## src/rtl/stage_mem.sv

```systemverilog
// RV32I memory-access stage: one load/store per start pulse over a req/ready data-memory port.
// Latency: done at start+2 with zero wait states; backpressure is dmem_ready wait states, bounded by TIMEOUT.
module stage_mem #(
    parameter int unsigned TIMEOUT = 16
) (
    input  logic        clk,
    input  logic        rst,
    input  logic        start,
    input  logic        mem_read,
    input  logic        mem_write,
    input  logic [2:0]  funct3,
    input  logic [31:0] alu_result,
    input  logic [31:0] store_data,
    output logic        dmem_req,
    output logic        dmem_we,
    output logic [31:0] dmem_addr,
    output logic [31:0] dmem_wdata,
    output logic [3:0]  dmem_be,
    input  logic        dmem_ready,
    input  logic [31:0] dmem_rdata,
    output logic        busy,
    output logic        done,
    output logic [31:0] load_data,
    output logic        fault,
    output logic [1:0]  fault_cause
);

    localparam int CW = (TIMEOUT < 2) ? 1 : $clog2(TIMEOUT + 1);
    localparam logic [CW-1:0] TO_LIM = CW'(TIMEOUT);

    typedef enum logic [1:0] {IDLE, ACCESS, DONE} state_t;

    state_t        state, state_nxt;
    logic [2:0]    f3_q;
    logic [1:0]    lane_q;
    logic [CW-1:0] wait_cnt;

    logic          req_noop, req_illegal, req_misal, req_ok;
    logic          accept, timeout_hit;
    logic [3:0]    be_nxt;
    logic [31:0]   wdata_nxt;
    logic [31:0]   load_ext;
    logic [7:0]    rd_byte;
    logic [15:0]   rd_half;

    // Request classification works on the live inputs so it can be registered on the accepting edge.
    always_comb begin
        req_noop    = !mem_read && !mem_write;
        req_illegal = (mem_read && mem_write)
                   || (mem_read && !mem_write && (funct3 == 3'b011 || funct3[2:1] == 2'b11))
                   || (mem_write && !mem_read && !(funct3 == 3'b000 || funct3 == 3'b001 || funct3 == 3'b010));
        req_misal   = !req_noop && !req_illegal
                   && ((funct3[1:0] == 2'b01 && alu_result[0])
                    || (funct3[1:0] == 2'b10 && alu_result[1:0] != 2'b00));
        req_ok      = !req_noop && !req_illegal && !req_misal;
    end

    always_comb begin
        be_nxt    = 4'b1111;
        wdata_nxt = store_data;
        if (mem_write) begin
            case (funct3[1:0])
                2'b00: begin
                    be_nxt    = 4'b0001 << alu_result[1:0];
                    wdata_nxt = {4{store_data[7:0]}};
                end
                2'b01: begin
                    be_nxt    = alu_result[1] ? 4'b1100 : 4'b0011;
                    wdata_nxt = {2{store_data[15:0]}};
                end
                default: begin
                    be_nxt    = 4'b1111;
                    wdata_nxt = store_data;
                end
            endcase
        end
    end

    always_comb begin
        rd_byte  = dmem_rdata[8*lane_q +: 8];
        rd_half  = lane_q[1] ? dmem_rdata[31:16] : dmem_rdata[15:0];
        load_ext = dmem_rdata;
        case (f3_q)
            3'b000:  load_ext = {{24{rd_byte[7]}}, rd_byte};
            3'b001:  load_ext = {{16{rd_half[15]}}, rd_half};
            3'b100:  load_ext = {24'd0, rd_byte};
            3'b101:  load_ext = {16'd0, rd_half};
            default: load_ext = dmem_rdata;
        endcase
    end

    // Ready has priority over the timeout when both land in the same cycle.
    assign timeout_hit = (TIMEOUT != 0) && !dmem_ready && (wait_cnt + 1'b1 == TO_LIM);
    assign accept      = (state == IDLE) && start;

    always_ff @(posedge clk or posedge rst) begin
        if (rst) begin
            state <= IDLE;
        end else begin
            state <= state_nxt;
        end
    end

    always_comb begin
        state_nxt = state;
        busy      = (state != IDLE);
        done      = (state == DONE);
        dmem_req  = (state == ACCESS);
        case (state)
            IDLE: begin
                if (start) begin
                    state_nxt = req_ok ? ACCESS : DONE;
                end
            end
            ACCESS: begin
                if (dmem_ready || timeout_hit) begin
                    state_nxt = DONE;
                end
            end
            DONE:    state_nxt = IDLE;
            default: state_nxt = IDLE;
        endcase
    end

    always_ff @(posedge clk or posedge rst) begin
        if (rst) begin
            f3_q        <= 3'd0;
            lane_q      <= 2'd0;
            wait_cnt    <= '0;
            dmem_we     <= 1'b0;
            dmem_addr   <= 32'd0;
            dmem_wdata  <= 32'd0;
            dmem_be     <= 4'd0;
            load_data   <= 32'd0;
            fault       <= 1'b0;
            fault_cause <= 2'd0;
        end else if (accept) begin
            fault       <= req_illegal || req_misal;
            fault_cause <= req_illegal ? 2'b11 : (req_misal ? 2'b01 : 2'b00);
            if (req_ok) begin
                f3_q       <= funct3;
                lane_q     <= alu_result[1:0];
                wait_cnt   <= '0;
                dmem_we    <= mem_write;
                dmem_addr  <= {alu_result[31:2], 2'b00};
                dmem_wdata <= wdata_nxt;
                dmem_be    <= be_nxt;
            end
        end else if (state == ACCESS) begin
            if (dmem_ready) begin
                if (!dmem_we) begin
                    load_data <= load_ext;
                end
            end else if (timeout_hit) begin
                fault       <= 1'b1;
                fault_cause <= 2'b10;
            end else begin
                wait_cnt <= wait_cnt + 1'b1;
            end
        end
    end

endmodule

```

## config.mk

```make
export PLATFORM = sky130hd
export DESIGN_NAME = stage_mem
export DESIGN_NICKNAME = d
export VERILOG_FILES = /design/src/rtl/stage_mem.sv
export SDC_FILE = /design/constraint.sdc
export NUM_CORES = 1
export LEC_CHECK = 0
export CAP_MARGIN = 20
export CORE_MARGIN = 5
export CORE_UTILIZATION = 48
export DETAILED_ROUTE_END_ITERATION = 6
export PLACE_DENSITY = 0.84
export REMOVE_ABC_BUFFERS = 1
export SLEW_MARGIN = 20
export SYNTH_ARGS = -nofsm -noshare
export SYNTH_HDL_FRONTEND = slang
export SYNTH_SLANG_ARGS = --single-unit
```

## constraint.sdc

```tcl
create_clock -name clk -period 13.6 [get_ports clk]
set_clock_uncertainty 0.1 [all_clocks]
set_input_delay 4.08 -clock clk [delete_from_list [all_inputs] [get_ports clk]]
set_output_delay 4.08 -clock clk [all_outputs]
set_load 0.02 [all_outputs]
```

==> results.sh <==
export IMPL_status="complete, no violations"
export IMPL_finalSetupTns_ps=0
export IMPL_drcViolationCount=0
export IMPL_critical_path_class="primary input to register"
export IMPL_drt_pass1_iterations=6
export IMPL_crit_path_end_kind="register"
export IMPL_clockRootBuffer="clkbuf_16"
export IMPL_placedCellCount=852
export IMPL_fillers=809
export IMPL_cp_start_kind="primary input"
export IMPL_core_sq_um=11400
export IMPL_instances_no_fill=885
export IMPL_htreeDepth=4
export IMPL_min_period_ps=7420
export IMPL_synth_edff_count=0
export IMPL_yosysWarnings=0
export IMPL_syn_inst=532
export IMPL_cp_required_ps=13780
export IMPL_period_share_pct=54.5
export IMPL_dp_hpwl_um=11700
export IMPL_worstHoldStart="dmem_wdata[15]"
export IMPL_rsz0062_at_grt="false"
export IMPL_clock_path_buffers=2
export IMPL_gp_congestion=0.871
export IMPL_reg2reg_depth=4
export IMPL_yosysSeqAreaShare_pct=51.4
export IMPL_ys_seq_elements=114
export IMPL_grt_max_degree=83
export IMPL_dr_first_iter_drc_count=715
export IMPL_die_area_sq_um=13800
export IMPL_ys_async_sr_fraction_pct=100
export IMPL_clkSlewWorstSetupHoldPaths_ps=50
export IMPL_hold_end="dmem_wdata[15]"
export IMPL_num_vias=5049
export IMPL_synthToLayoutAreaGrowth_pct=49.7
export IMPL_p_leak_nw=3.62
export IMPL_clock_sinks=114
export IMPL_rows=39
export IMPL_final_antenna_net_count=0
export IMPL_p_per_area_nw_per_um2=244
export IMPL_tightestPinTransition_ps=1060
export IMPL_drv_cap=0
export IMPL_dp_slack_ps=5800
export IMPL_avgSynthCellArea_sq_um=10.4
export IMPL_setup_viol=0
export IMPL_die_y_um=118
export IMPL_cp_data_arrival_time_ps=7600
export IMPL_start_util_pct=48.9
export IMPL_wl_um=16800
export IMPL_routedWlPerCell_um=19.0
export IMPL_synth_top_area_share_pct=51.4
export IMPL_regToRegSetupSlack_ps=10940
export IMPL_critical_path_peak_fanout=82
export IMPL_synth_area_leader_cell="dfrtp_1"
export IMPL_cts_setup_buffers=0
export IMPL_hold_viol=0
export IMPL_insertion_delay_ps=410
export IMPL_ctsHoldBuffers=0
export IMPL_antenna_found_initial=0
export IMPL_min_path_cells=2
export IMPL_fin_nets=836
export IMPL_grt_pass1_wl_um=26700
export IMPL_num_antenna_cells=0
export IMPL_setup_slack_ps=6180
export IMPL_ir_worst_vdd_uv=146
export IMPL_grt_overflow_total=0
export IMPL_drt_vias_per_instance=5.71
export IMPL_syn_area_sq_um=5560
export IMPL_min_path_type="register to register"
export IMPL_grt_pass1_vias=5223
export IMPL_cts_made_buffers=17
export IMPL_max_freq_ghz=0.135
export IMPL_ios=212
export IMPL_multi_input_area_sq_um=2510
export IMPL_portBuffers=209
export IMPL_rr_endpoint="dmem_wdata[0]"
export IMPL_slew_viol_final=0
export IMPL_synthTopCellsByArea="dfrtp_1 (51%), mux2_2 (6.1%), mux2_4 (5.4%)"
export IMPL_ys_flop_type="dfrtp_1"
export IMPL_drive_above_1_share_pct=13.2
export IMPL_regArea_sq_um=2860
export IMPL_crit_reg2reg_launch="state[0]"
export IMPL_die_w_um=118
export IMPL_cts_tree="built"
export IMPL_cts_resized=0
export IMPL_grt_usage_pct=23.7
export IMPL_slew_headroom_pct=29.2
export IMPL_yosysUniqueCellTypes=52
==> state kept, by name, indices dropped and copies added (netlist names) <==
| name | flops |
|---|---|
| dmem_wdata | 32 |
| dmem_we | 1 |
| wait_cnt | 5 |
| dmem_be | 4 |
| load_data | 32 |
| fault_cause | 2 |
| state | 2 |
| f3_q | 3 |
| dmem_addr | 30 |
| lane_q | 2 |
| fault | 1 |
==> critical path: stages <==
cell	delay, ps
clkdlybuf4s50_1	1100
a21oi_1	330
o221ai_4	810
buf_4	780
mux2_2	420
==> cells by family after synthesis <==
group | count (synthesis) | share of synthesized area [%]
simple gates | 188 | 16.2
mux | 61 | 13.7
other cells | 1 | 0.0675
buf+inv | 44 | 3.87
compound gates | 122 | 14.3
fa+ha+maj | 2 | 0.450
flops | 114 | 51.4
==> power by group <==
| group | internal [mW] | total (mW) | leakage [nW] | switching (mW) |
|---|---|---|---|---|
| clock network | 0.297 | 0.456 | 0.287 | 0.160 |
| logic | 0.462 | 0.918 | 1.94 | 0.456 |
| registers | 0.508 | 0.656 | 1.39 | 0.148 |
| total | 1.27 | 2.03 | 3.62 | 0.764 |
==> cells in the final DEF (no fill, tap or decap), types with 4 or more instances in the layout <==
cell type and instances:
inv_1 7, o22ai_1 10, clkdlybuf4s50_1 209, clkbuf_16 17
dfrtp_1 112, clkinvlp_4 5, nand2_1 80, o21a_1 8
mux2_4 20, nand2b_1 4, mux2i_1 9, nand3_1 35
nor2_1 26, o21ai_0 37, nor2b_1 14, a211oi_1 8
nor3_1 8, a21oi_1 17, nand3b_1 8, a31oi_1 9
o31ai_1 16, mux2_2 30
==> layer usage <==
layer | global-route usage [%] | vias up | part of all wire (%)
met1 | 27.8 | 2436 | 39
met5 | 0 | - | 0
met4 | 9.18 | 0 | 3.0
met3 | 8.60 | 49 | 9.2
li1 | - | 2292 | -
met2 | 39.8 | 272 | 49
==> stage by stage <==
stage	util [%]	hold slack, ps	area [sq um]	power, mW
floorplan	-	387	5370	1.11
global placement	67.6	361	7690	1.53
detailed placement	67.6	366	7690	1.57
CTS	73.0	378	8300	2.04
global route	73.1	386	8310	2.13
finish	73.1	372	8310	2.03
==> how the worst max path moves through the flow <==
stage,startpoint,to,slack (ps)
floorplan,mem_write,dmem_addr[15],5980
global placement,funct3[0],dmem_addr[19],5950
detailed placement,funct3[0],dmem_addr[21],5800
CTS,funct3[0],dmem_addr[21],6220
global route,funct3[0],dmem_addr[21],5990
finish,funct3[0],dmem_addr[21],6180
==> area by class of cell <==
cell class              instances  share of cell area [%]
clock inverters                13                    1.93
multi-input cells             375                    30.2
flip-flops and latches        114                    34.3
clock buffers                  19                    5.45
well taps                     143                    2.15
repair buffers                213                    25.6
inverters                       8                   0.391
==> synth_stat cells (2+ instances only) <==
cell      number
dfrtp_1      114
nand2_1       80
o21ai_0       37
nand3_1       35
mux2_2        30
nor2_1        26
clkbuf_1      20
mux2_4        20
a21oi_1       17
o31ai_1       16
nor2b_1       14
o22ai_1       10
a31oi_1        9
mux2i_1        9
a211oi_1       8
inv_1          8
nand3b_1       8
nor3_1         8
o21a_1         8
buf_2          7
buf_4          5
nand2b_1       4
buf_6          3
a21boi_0       2
a21o_1         2
and3_1         2
ha_1           2
nor3b_1        2
nor3b_2        2
o22a_1         2
Power figures use the tool's default switching activity.
